### config.mk
export PLATFORM = sky130hd
export DESIGN_NAME = uart_prog_loader
export DESIGN_NICKNAME = d
export VERILOG_FILES = /design/src/rtl/uart_prog_loader.sv
export SDC_FILE = /design/constraint.sdc
export NUM_CORES = 1
export LEC_CHECK = 0
export ABC_CLOCK_PERIOD_IN_PS = 2200
export CORE_MARGIN = 2
export CORE_UTILIZATION = 35
export DETAILED_ROUTE_END_ITERATION = 8
export GPL_ROUTABILITY_DRIVEN = 0
export GPL_TIMING_DRIVEN = 0
export HOLD_SLACK_MARGIN = 0.03
export PLACE_DENSITY = 0.62
export SLEW_MARGIN = 15
export SYNTH_ARGS = -nofsm -noshare
export SYNTH_HDL_FRONTEND = slang
export SYNTH_SLANG_ARGS = --single-unit
### constraint.sdc
create_clock -name clk -period 2.2 [get_ports clk]
set_input_delay 0.44 -clock clk [delete_from_list [all_inputs] [get_ports clk]]
set_output_delay 0.44 -clock clk [all_outputs]
set_load 0.02 [all_outputs]
### src/rtl/uart_prog_loader.sv
// uart_prog_loader
// Receives a UART byte stream, packs bytes little-endian into words and
// writes them to consecutive instruction-memory addresses. Loading ends
// after END_MARKERS consecutive all-ones words. Framing/parity errors and
// writes beyond the last address are reported through sticky flags.
//
// Ports
//   clk         system clock, rising edge
//   resetn      asynchronous active-low reset
//   uart_rxd    UART receive line, idle high
//   load_en     loader enable; low aborts the frame and the partial word
//   byte_valid  one-cycle pulse per accepted byte
//   byte_data   last accepted byte
//   mem_we      one-cycle memory write strobe
//   mem_addr    word address of the write
//   mem_wdata   assembled word
//   write_done  sticky, end-of-program marker sequence seen
//   rx_err      sticky, framing or parity error seen
//   overflow    sticky, complete word arrived after memory was full
module uart_prog_loader #(
  parameter int CLK_HZ      = 50000000,
  parameter int BIT_RATE    = 9600,
  parameter int WORD_BYTES  = 4,
  parameter int ADDR_W      = 10,
  parameter int PARITY      = 0,
  parameter int END_MARKERS = 2
) (
  input  logic                    clk,
  input  logic                    resetn,
  input  logic                    uart_rxd,
  input  logic                    load_en,
  output logic                    byte_valid,
  output logic [7:0]              byte_data,
  output logic                    mem_we,
  output logic [ADDR_W-1:0]       mem_addr,
  output logic [8*WORD_BYTES-1:0] mem_wdata,
  output logic                    write_done,
  output logic                    rx_err,
  output logic                    overflow
);

  localparam int CPB   = CLK_HZ / BIT_RATE;
  localparam int DW    = 8 * WORD_BYTES;
  localparam int CNT_W = $clog2(CPB + 1);
  localparam int BC_W  = (WORD_BYTES > 1) ? $clog2(WORD_BYTES) : 1;
  localparam int MC_W  = $clog2(END_MARKERS + 1);

  localparam logic [CNT_W-1:0]  HALF_CNT  = CNT_W'(CPB / 2);
  localparam logic [CNT_W-1:0]  LAST_CNT  = CNT_W'(CPB - 1);
  localparam logic [BC_W-1:0]   LAST_BYTE = BC_W'(WORD_BYTES - 1);
  localparam logic [MC_W-1:0]   MARK_DONE = MC_W'(END_MARKERS);
  localparam logic [ADDR_W-1:0] ADDR_MAX  = '1;

  typedef enum logic [2:0] {
    S_IDLE, S_START, S_DATA, S_PAR, S_STOP, S_WAIT_HI
  } state_t;

  // Parity check over data plus received parity bit.
  function automatic logic parity_ok(input logic [7:0] d, input logic p);
    if (PARITY == 1)      return ~^{d, p};
    else if (PARITY == 2) return ^{d, p};
    else                  return 1'b1;
  endfunction

  logic             r_sync1, r_sync2;
  logic             w_rxs;
  state_t           r_state;
  logic [CNT_W-1:0] r_cnt;
  logic [2:0]       r_bit;
  logic [7:0]       r_shift;
  logic             r_par;
  logic             r_byte_valid;
  logic [7:0]       r_byte_data;
  logic             r_rx_err;

  logic [DW-1:0]     r_word;
  logic [BC_W-1:0]   r_bcnt;
  logic [ADDR_W-1:0] r_addr;
  logic [MC_W-1:0]   r_mcnt;
  logic [MC_W-1:0]   r_pend_mcnt;
  logic              r_full;
  logic              r_mem_we;
  logic [DW-1:0]     r_mem_wdata;
  logic              r_write_done;
  logic              r_overflow;

  logic [DW-1:0]     w_word;
  logic              w_last;
  logic [MC_W-1:0]   w_mark_next;

  // Synchroniser resets to the idle level so reset release never looks like a start bit.
  always_ff @(posedge clk or negedge resetn) begin
    if (!resetn) begin
      r_sync1 <= 1'b1;
      r_sync2 <= 1'b1;
    end else begin
      r_sync1 <= uart_rxd;
      r_sync2 <= r_sync1;
    end
  end

  assign w_rxs = r_sync2;

  // Receiver: start bit checked at half-bit, later bits sampled one full bit apart.
  always_ff @(posedge clk or negedge resetn) begin
    if (!resetn) begin
      r_state      <= S_IDLE;
      r_cnt        <= '0;
      r_bit        <= '0;
      r_shift      <= '0;
      r_par        <= 1'b0;
      r_byte_valid <= 1'b0;
      r_byte_data  <= '0;
      r_rx_err     <= 1'b0;
    end else begin
      r_byte_valid <= 1'b0;
      if (!load_en) begin
        r_state <= S_IDLE;
      end else begin
        case (r_state)
          S_IDLE: begin
            if (!w_rxs) begin
              r_state <= S_START;
              r_cnt   <= '0;
            end
          end
          S_START: begin
            if (r_cnt == HALF_CNT) begin
              r_cnt <= '0;
              r_bit <= '0;
              r_state <= w_rxs ? S_IDLE : S_DATA;
            end else begin
              r_cnt <= r_cnt + CNT_W'(1);
            end
          end
          S_DATA: begin
            if (r_cnt == LAST_CNT) begin
              r_cnt   <= '0;
              r_shift <= {w_rxs, r_shift[7:1]};
              r_bit   <= r_bit + 3'd1;
              if (r_bit == 3'd7) r_state <= (PARITY != 0) ? S_PAR : S_STOP;
            end else begin
              r_cnt <= r_cnt + CNT_W'(1);
            end
          end
          S_PAR: begin
            if (r_cnt == LAST_CNT) begin
              r_cnt   <= '0;
              r_par   <= w_rxs;
              r_state <= S_STOP;
            end else begin
              r_cnt <= r_cnt + CNT_W'(1);
            end
          end
          S_STOP: begin
            if (r_cnt == LAST_CNT) begin
              r_cnt <= '0;
              if (w_rxs && parity_ok(r_shift, r_par)) begin
                r_byte_valid <= 1'b1;
                r_byte_data  <= r_shift;
                r_state      <= S_IDLE;
              end else begin
                r_rx_err <= 1'b1;
                // A low stop bit may be a break; wait for the line to return high.
                r_state  <= w_rxs ? S_IDLE : S_WAIT_HI;
              end
            end else begin
              r_cnt <= r_cnt + CNT_W'(1);
            end
          end
          S_WAIT_HI: begin
            if (w_rxs) r_state <= S_IDLE;
          end
          default: r_state <= S_IDLE;
        endcase
      end
    end
  end

  // Word as it will look with the current byte inserted at its lane.
  always_comb begin
    w_word = r_word;
    w_word[8*int'(r_bcnt) +: 8] = r_byte_data;
    w_last = (r_bcnt == LAST_BYTE);
    w_mark_next = (&w_word) ? (r_mcnt + MC_W'(1)) : '0;
  end

  // Assembly/write. The write decision (and write_done) is registered with
  // mem_we; the address and marker count advance during the mem_we cycle.
  always_ff @(posedge clk or negedge resetn) begin
    if (!resetn) begin
      r_word       <= '0;
      r_bcnt       <= '0;
      r_addr       <= '0;
      r_mcnt       <= '0;
      r_pend_mcnt  <= '0;
      r_full       <= 1'b0;
      r_mem_we     <= 1'b0;
      r_mem_wdata  <= '0;
      r_write_done <= 1'b0;
      r_overflow   <= 1'b0;
    end else begin
      r_mem_we <= 1'b0;
      if (r_mem_we) begin
        if (r_addr == ADDR_MAX) r_full <= 1'b1;
        else                    r_addr <= r_addr + ADDR_W'(1);
        r_mcnt <= r_pend_mcnt;
      end
      if (!load_en) begin
        r_word <= '0;
        r_bcnt <= '0;
      end else if (r_byte_valid && !r_write_done) begin
        if (w_last) begin
          r_word <= '0;
          r_bcnt <= '0;
          if (r_full) begin
            r_overflow <= 1'b1;
          end else begin
            r_mem_we    <= 1'b1;
            r_mem_wdata <= w_word;
            r_pend_mcnt <= w_mark_next;
            if (w_mark_next == MARK_DONE) r_write_done <= 1'b1;
          end
        end else begin
          r_word <= w_word;
          r_bcnt <= r_bcnt + BC_W'(1);
        end
      end
    end
  end

  assign byte_valid = r_byte_valid;
  assign byte_data  = r_byte_data;
  assign mem_we     = r_mem_we;
  assign mem_addr   = r_addr;
  assign mem_wdata  = r_mem_wdata;
  assign write_done = r_write_done;
  assign rx_err     = r_rx_err;
  assign overflow   = r_overflow;

endmodule

==> results.md, run 1 <==
* Status: finished, violations left
* Failing checks: setup timing
* Skew-Pair Late Insertion Delay at 0.42 ns
* Worst r2r src: r_bcnt[1]
* Yosys top cell area share at 51.1%
* Post-route ant nets at 0
* Global-route track usage on met1 at 21.8%
* Worst slew margin at 52.2%
* Global-route wire length before repair at 24000 um
* Cts hold-fix bufs at 0
* CP required at 2.51 ns
* GR Util All Layers at 17.1%
* Worst Setup EP: r_pend_mcnt[1]
* R2r setup slk at -0.09 ns
* Full die area at 0.0180 mm2
* Ys flop type: dfrtp_1
* # port buffers at 57
* Crit-path cells: inv_4, ha_4, and2b_1, buf_6, a31oi_4, or4_4, o41ai_4
* Yosys reg bits at 123
* Mapped cell area at 0.00593 mm2
* Final Hold Fails at 0
* Met3 Track Usage GR at 3.89%
* Tot Pwr at 0.00556 W
* Clk slew on worst S/H paths at 0.06 ns
* Cell Rows at 47
* PwrDens at 707 mW/mm2
* TritonCTS buffer count at 17
* Syn. warnings at 0
* CP Launch Type: flip-flop
* Via density at 5.26
* Area contributors post-synth: dfrtp_1, o21ai_0, nor2b_1
* Synth async-reset ratio at 100%
* Max incr delay on CP at 0.59 ns
* Via count at 4620
* Chip width at 134 um
* DR WL/cell at 16.6 um
* Worst R2R Path Depth at 7
* Cells after synthesis at 553
* DRC at 0
* RSZ-0062 raised after global routing: yes
* Period utilisation layout at 104%
* Slew Viols, Final at 0
* DR pass1 iterations at 4
* Post-synth net total at 568
* WS Path Type: reg -> reg
* CP Capture Type: flip-flop
* Area grow syn2layout at 32.5%
* Min-delay worst type: in -> async
* Pre-CTS setup slack at -0.606 ns
* N_diodes at 0
* Fin worst setup slack at -0.0932 ns
* Share of layout cells above drive strength 1 at 19.6%
* Leak Pwr at 3.49 nW
* DR iter-0 viols at 270
* Num ports at 59
* Crit-path max FO at 8
* Top Usage Layer GRT: met2
* Clock Path Buffers at 2
* Total of max-cap violations at 0
* Initial antenna violation count at 0
* Area leader, netlist: dfrtp_1
* Fill count at 1505
* Levels on crit path at 7
* Worst reg2reg path endpoint: r_pend_mcnt[1]
* Unique masters post-synth at 64
* Post-synth EDFFs at 0
* WL final at 14600 um
* Placed Cells at 831
* CP Buf/Inv Count at 2
* Highest clock rate at 436 MHz
* Final clock skew at 0.0108 ns
* H-tree depth at 4
* Post-detail-place hpwl at 9930 um
* Congestion Overflow GR at 0
* Setup crit start: r_bcnt[1]
* CTS tree: yes
* Core Region at 0.0166 mm2
* Worst-Margin Slew at 0.718 ns
* Crit path max-delay family: simple AND/OR/NAND/NOR gates
* Max IR drop VDD at 0.531 mV
* Met2 usage at 28.1%
* CTS Sinks at 123
* Pin count of the biggest net entering global routing at 77
* Die height at 134 um
* Slowest cell on crit path: or4_4
* WP data arrival at 2.60 ns
* Initial core utilization at 35.8%
* Final non-filler cell total at 878
* Root Driver: clkbuf_16
* Sequential area share after synthesis at 52.0%
* Tmin final at 2.29 ns
* Net count, final at 660
* Setup violators final at 3
* Worst hold margin at 0.0535 ns
* Vias in the first global route at 4591
* Avg Inst Size Synth at 10.7 um2
* Setup TNS at -0.203 ns
## what timing repair did
action / CTS / global route
setup endpoints to repair: 6 / 54
gates resized for setup: 41 / 18
gates cloned: 1 / 0
pin swaps: 10 / 3
setup buffers: 9 / 5
## area by class of cell
cell class	instances	area, um2	area share, %
sequential	123	3080	39.2
multi-input combinational	387	2920	37.2
timing repair buffer	73	716	9.11
clock buffer	22	484	6.16
tap	220	275	3.50
clock inverter	10	163	2.07
buffer	29	161	2.05
inverter	14	55.1	0.701
## worst min path at each step
stage	start	slack [ns]	to
3_3_place_gp	r_sync1	0.35	r_sync2
2_1_floorplan	resetn	0.14	byte_data[0]
6_report	resetn	0.05	mem_wdata[24]
3_5_place_dp	r_sync1	0.35	r_sync2
4_1_cts	resetn	0.08	mem_wdata[24]
5_1_grt	resetn	0.11	mem_wdata[20]
## power breakdown
part | total (W) | switching (W) | internal, W
Clock | 0.00303 | 0.00102 | 0.00201
Combinational | 0.000219 | 0.000140 | 0.0000798
Sequential | 0.00231 | 0.0000201 | 0.00229
## cells in the mapped netlist, types with 2 or more instances
| master | n |
|---|---|
| nand3_1 | 16 |
| a22o_1 | 18 |
| nor4_2 | 2 |
| ha_1 | 11 |
| nand4_1 | 5 |
| nor3_1 | 4 |
| a21oi_1 | 18 |
| xnor2_1 | 10 |
| a41o_1 | 2 |
| and4_1 | 3 |
| and2_1 | 2 |
| nor3b_1 | 2 |
| mux2i_1 | 4 |
| and2b_1 | 10 |
| dfstp_2 | 2 |
| a2111oi_4 | 2 |
| o21ai_0 | 50 |
| and4bb_2 | 3 |
| dfrtp_1 | 121 |
| and4bb_1 | 3 |
| a32oi_1 | 7 |
| nand2b_1 | 5 |
| buf_2 | 7 |
| mux2_1 | 8 |
| nand3b_1 | 3 |
| nand4b_1 | 2 |
| or4b_1 | 2 |
| nor4b_1 | 2 |
| nor2b_1 | 36 |
| nor2_1 | 25 |
| mux2_2 | 11 |
| buf_6 | 2 |
| a31oi_1 | 19 |
| o41ai_1 | 3 |
| o21ai_1 | 4 |
| clkbuf_1 | 18 |
| xor2_1 | 8 |
| and3_1 | 6 |
| nand2_1 | 59 |
| inv_1 | 14 |
## layout by cell type, fill, tap and decap left out, types with 5 or more instances in the layout
master           instances
dfrtp_1                119
nand2_1                 59
clkdlybuf4s50_1         56
o21ai_0                 50
nor2b_1                 29
nor2_1                  25
a21oi_1                 18
a22o_1                  18
buf_4                   17
clkbuf_16               17
clkbuf_1                16
nand3_1                 15
a31oi_1                 15
inv_1                   12
mux2_2                  11
xnor2_1                 10
and2b_1                  9
mux2_1                   8
xor2_1                   8
ha_1                     6
nand2b_1                 5
and3_1                   5
buf_6                    5
nand4_1                  5
a32oi_1                  5
## per-layer routing
metal	part of all wire, %	wire length [um]	up-vias
li1	-	-	2181
met1	44	6420	2312
met2	50	7340	113
met3	4.1	605	14
met4	1.6	241	0
met5	0	0	-
## kinds of logic after synthesis
logic type                 count (synthesis)  synth area share (%)
buffers and inverters                     43                  3.21
AOI/OAI and AO/OA                        133                  15.6
and+or+nand+nor                          201                  19.7
xor gates and xnor gates                  18                  2.66
muxes                                     24                  4.54
adders and majority gates                 11                  2.32
DFF                                      123                  52.0
## registers in the layout, summed over array words and instances, names as in the netlist
signal,flops
byte_data,8
r_pend_mcnt,2
overflow,1
r_bcnt,2
mem_we,1
r_sync2,1
r_cnt,13
r_mcnt,2
r_word,32
r_full,1
r_bit,3
r_sync1,1
mem_addr,10
write_done,1
mem_wdata,32
r_shift,8
byte_valid,1
r_state,3
rx_err,1
## per-stage QoR
step / utilization [%] / area [um2]
global placement: 40.9 / 6790
detailed placement: 41.1 / 6820
floorplan: - / 5940
global route: 47.4 / 7860
CTS: 46.6 / 7730
finish: 47.4 / 7860
(Power assumes the default switching activity.)
==> run 2, diff against run 1 <==
CORE_ASPECT_RATIO = 0.7   (was unset)
CTS_BUF_LIST = sky130_fd_sc_hd__clkbuf_4 sky130_fd_sc_hd__clkbuf_8 sky130_fd_sc_hd__clkbuf_16   (was unset)
==> results.md, run 2 (synthesized netlist as in run 1, its figures left out) <==
* Final Hold Fails at 0
* R2r setup slk at -0.16 ns
* Clock Path Buffers at 2
* CTS tree: yes
* N_diodes at 0
* Net count, final at 662
* Worst slew margin at 53.2%
* Tot Pwr at 0.00538 W
* Pin count of the biggest net entering global routing at 77
* Core Region at 0.0164 mm2
* Via density at 5.34
* CP Launch Type: flip-flop
* DR iter-0 viols at 313
* Share of layout cells above drive strength 1 at 21.2%
* RSZ-0062 raised after global routing: yes
* Via count at 4724
* Area grow syn2layout at 32.9%
* Post-detail-place hpwl at 10500 um
* CP required at 2.51 ns
* Cell Rows at 39
* Final clock skew at 0.00893 ns
* Root Driver: clkbuf_16
* Worst R2R Path Depth at 8
* Chip width at 160 um
* Worst-Margin Slew at 0.702 ns
* Setup TNS at -0.325 ns
* Initial core utilization at 36.1%
* Commonest non-fill, non-tap cell in the layout: dfrtp_1
* Failing checks: setup timing
* Slew Viols, Final at 0
* # port buffers at 57
* Skew-Pair Late Insertion Delay at 0.42 ns
* Global-route wire length before repair at 25400 um
* DRC at 0
* DR WL/cell at 17.6 um
* Crit-path max FO at 10
* Status: finished, violations left
* Vias in the first global route at 4762
* Tmin final at 2.36 ns
* Fin worst setup slack at -0.159 ns
* Setup violators final at 3
* Leak Pwr at 3.49 nW
* Total of max-cap violations at 0
* Fill count at 1509
* Period utilisation layout at 107%
* Multi-input gate area at 0.00294 mm2
* Post-route ant nets at 0
* Pre-CTS setup slack at -0.586 ns
* Num ports at 59
* PwrDens at 683 mW/mm2
* WL final at 15500 um
* Final instance area at 0.00788 mm2
* Full die area at 0.0180 mm2
* DR pass1 iterations at 5
* WP data arrival at 2.67 ns
* Area after DPL at 0.00682 mm2
* Die height at 113 um
* Flip-flop and latch area at 0.00308 mm2
* Congestion Overflow GR at 0
* Initial antenna violation count at 0
* Min-delay worst type: in -> async
* Max IR drop VDD at 0.511 mV
* TritonCTS buffer count at 17
* H-tree depth at 4
* Clk slew on worst S/H paths at 0.06 ns
* Highest clock rate at 424 MHz
* WS Path Type: reg -> reg
* CP Capture Type: flip-flop
* GR Util All Layers at 17.9%
* CTS Sinks at 123
* Commonest cells after routing, fill and taps aside: dfrtp_1, nand2_1, clkdlybuf4s50_1
[run 2: stage by stage]
stage / hold WS, ns / utilization, % / cells
after floorplan: 0.144 / - / 553
after global placement: 0.346 / 41.3 / 835
after detailed placement: 0.348 / 41.5 / 836
after CTS: 0.0795 / 46.6 / 879
after global routing: 0.112 / 47.9 / 884
final: 0.0470 / 47.9 / 884
[run 2: timing repair]
action,CTS,global route
buffers inserted,12,7
endpoints found under the setup margin,4,63
gates cloned,0,0
gates resized for setup,35,42
hold buffers,0,0
pin swaps,12,13
[run 2: final timing paths]
path | from | to
setup / recovery | r_bcnt[1] | r_pend_mcnt[0]
hold / removal | resetn | mem_wdata[18]
setup reg to reg | r_bcnt[1] | r_pend_mcnt[0]
hold reg to reg | r_sync1 | r_sync2
max in group asynchronous | resetn | r_bcnt[0]
min in group clk | r_sync1 | r_sync2
[run 2: final cells by class]
type | instances | area share (%)
Sequential cell | 123 | 39.1
Clock buffer | 22 | 6.03
Buffer | 27 | 2.06
Inverter | 14 | 0.730
Tap cell | 225 | 3.57
Multi-Input combinational cell | 387 | 37.2
Clock inverter | 9 | 1.52
Timing Repair Buffer | 77 | 9.72
[run 2: report_power, final]
group	internal [W]	switching, W	total (W)
Combinational	0.0000783	0.000142	0.000220
Clock	0.00186	0.000995	0.00285
Sequential	0.00229	0.0000212	0.00231
[run 2: per-layer routing]
metal	vias up	GRT usage [%]	wire length, um
met5	-	0	0
met4	0	5.45	202
met3	17	5.83	1120
met2	154	26.3	6870
met1	2376	25.1	7340
li1	2177	-	-
[run 2: worst max-delay path, stage by stage, from the launching register on]
cell and delay (ns):
dfrtp_1 0.41, buf_4 0.15, ha_1 0.15, clkbuf_4 0.24
buf_6 0.18, nand4_1 0.15, a2111oi_4 0.42, nand4_4 0.20
o41ai_4 0.36
==> run 3, diff against run 2 <==
ABC_CLOCK_PERIOD_IN_PS = 1900   (was 2200)
PLACE_DENSITY = 0.55   (was 0.62)
clock period = 1.9 ns   (was 2.2 ns; I/O delays follow)
==> results.md, run 3 (synthesized netlist as in run 1, its figures left out) <==
* Root Driver: clkbuf_16
* Post-route ant nets at 0
* Pre-CTS setup slack at -0.812 ns
* Min-delay worst type: reg -> reg
* CTS tree: yes
* Final non-filler cell total at 905
* Commonest non-fill, non-tap cell in the layout: dfrtp_1
* DR pass1 iterations at 6
* Post-detail-place hpwl at 10400 um
* CTS Sinks at 123
* Worst slew margin at 62.3%
* DRC at 0
* WS Path Type: reg -> reg
* Tmin final at 2.30 ns
* Worst-Margin Slew at 0.566 ns
* Chip width at 160 um
* Failing checks: setup timing
* Area grow syn2layout at 38.3%
* RSZ-0062 raised after global routing: yes
* Skew-Pair Late Insertion Delay at 0.42 ns
* Max IR drop VDD at 0.532 mV
* Pin count of the biggest net entering global routing at 66
* Slew Viols, Final at 0
* # port buffers at 57
* Core Region at 0.0164 mm2
* Commonest cells after routing, fill and taps aside: dfrtp_1, nand2_1, clkdlybuf4s50_1
* DR WL/cell at 17.8 um
* WL final at 16200 um
* Congestion Overflow GR at 0
* Leak Pwr at 3.78 nW
* Status: finished, violations left
* Worst R2R Path Depth at 7
* Fill count at 1489
* Die height at 113 um
* Final Hold Fails at 0
* Worst r2r src: r_bcnt[1]
* Placed Cells at 836
* Multi-input gate area at 0.00300 mm2
* N_diodes at 0
* Met1 Wirelength at 7970 um
* Net count, final at 683
* GR Util All Layers at 18.2%
* Setup violators final at 8
* H-tree depth at 4
* Worst reg2reg path endpoint: write_done
* Highest clock rate at 435 MHz
* DR WL met2 at 7070 um
* Final clock skew at 0.0106 ns
* Crit-path max FO at 9
* Fin worst setup slack at -0.400 ns
* CP Launch Type: flip-flop
* Via density at 5.29
* Tot Pwr at 0.00617 W
* R2r setup slk at -0.40 ns
* Clk slew on worst S/H paths at 0.06 ns
* Vias in the first global route at 4676
* DR iter-0 viols at 321
* Total of max-cap violations at 0
* Clock Path Buffers at 2
* Global-route wire length before repair at 25400 um
* WHS Endpoint: r_sync2
* Initial antenna violation count at 0
* Flip-flop and latch area at 0.00309 mm2
* Share of layout cells above drive strength 1 at 26.9%
* HP Start: r_sync1
* Cell Rows at 39
* Initial core utilization at 36.1%
* CP required at 2.21 ns
* PwrDens at 753 mW/mm2
* Hold Crit Depth at 0
* WP data arrival at 2.61 ns
* Full die area at 0.0180 mm2
* Top layer in use: met4
* Period utilisation layout at 121%
* Via count at 4790
* Routed wire length on met3 at 936 um
* Num ports at 59
* CP Capture Type: flip-flop
* TritonCTS buffer count at 17
-- run 3: how the worst max path moves through the flow --
stage	depth (start not counted)	startpoint	slack (ns)	end
2_1_floorplan	8	r_bcnt[0]	-0.20	r_pend_mcnt[1]
4_1_cts	7	r_bcnt[1]	-0.33	r_pend_mcnt[1]
5_1_grt	7	r_bcnt[1]	-0.45	write_done
3_3_place_gp	1	resetn	-4.85	r_bcnt[0]
6_report	7	r_bcnt[1]	-0.40	write_done
3_5_place_dp	6	r_bcnt[0]	-0.81	write_done
-- run 3: power by group --
part | total [W] | internal, W | switching, W
sequential | 0.00267 | 0.00265 | 0.0000235
clock | 0.00320 | 0.00206 | 0.00114
combinational | 0.000308 | 0.000123 | 0.000185
total | 0.00617 | 0.00483 | 0.00135
-- run 3: repair_timing --
item	4_1_cts	5_1_grt
pin swaps	16	12
setup endpoints to repair	98	102
buffers inserted	22	18
hold endpoints to repair	56	0
resized for setup	78	74
cloned	0	1
hold buffers	1	0
-- run 3: metrics by stage --
step / hold slack, ns / area, um2 / TNS [ns] / util (%)
floorplan: 0.0844 / 5970 / -0.601 / -
global placement: 0.346 / 6820 / -552.45 / 41.5
finish: 0.357 / 8200 / -1.25 / 49.9
detailed placement: 0.350 / 6850 / -19.19 / 41.6
global route: 0.356 / 8200 / -2.95 / 49.9
CTS: 0.350 / 7840 / -1.30 / 47.7
-- run 3: worst max-delay path, stage by stage (launching register included) --
cell,delay [ns]
dfrtp_1,0.37
inv_2,0.09
ha_4,0.32
and3_4,0.19
buf_6,0.13
a32oi_2,0.11
or4_4,0.62
o41ai_2,0.36
-- run 3: layer usage --
layer / vias up / track usage [%]
met2: 124 / 26.1
li1: 2220 / -
met4: 0 / 5.94
met1: 2433 / 26.7
met5: - / 0
met3: 13 / 5.02
-- run 3: area by class of cell --
cell class | count | area share [%]
Buffer | 26 | 2.72
Clock buffer | 24 | 5.98
Clock inverter | 7 | 1.11
Inverter | 14 | 0.641
Multi-Input combinational cell | 387 | 36.5
Sequential cell | 123 | 37.7
Tap cell | 225 | 3.43
Timing Repair Buffer | 99 | 11.9
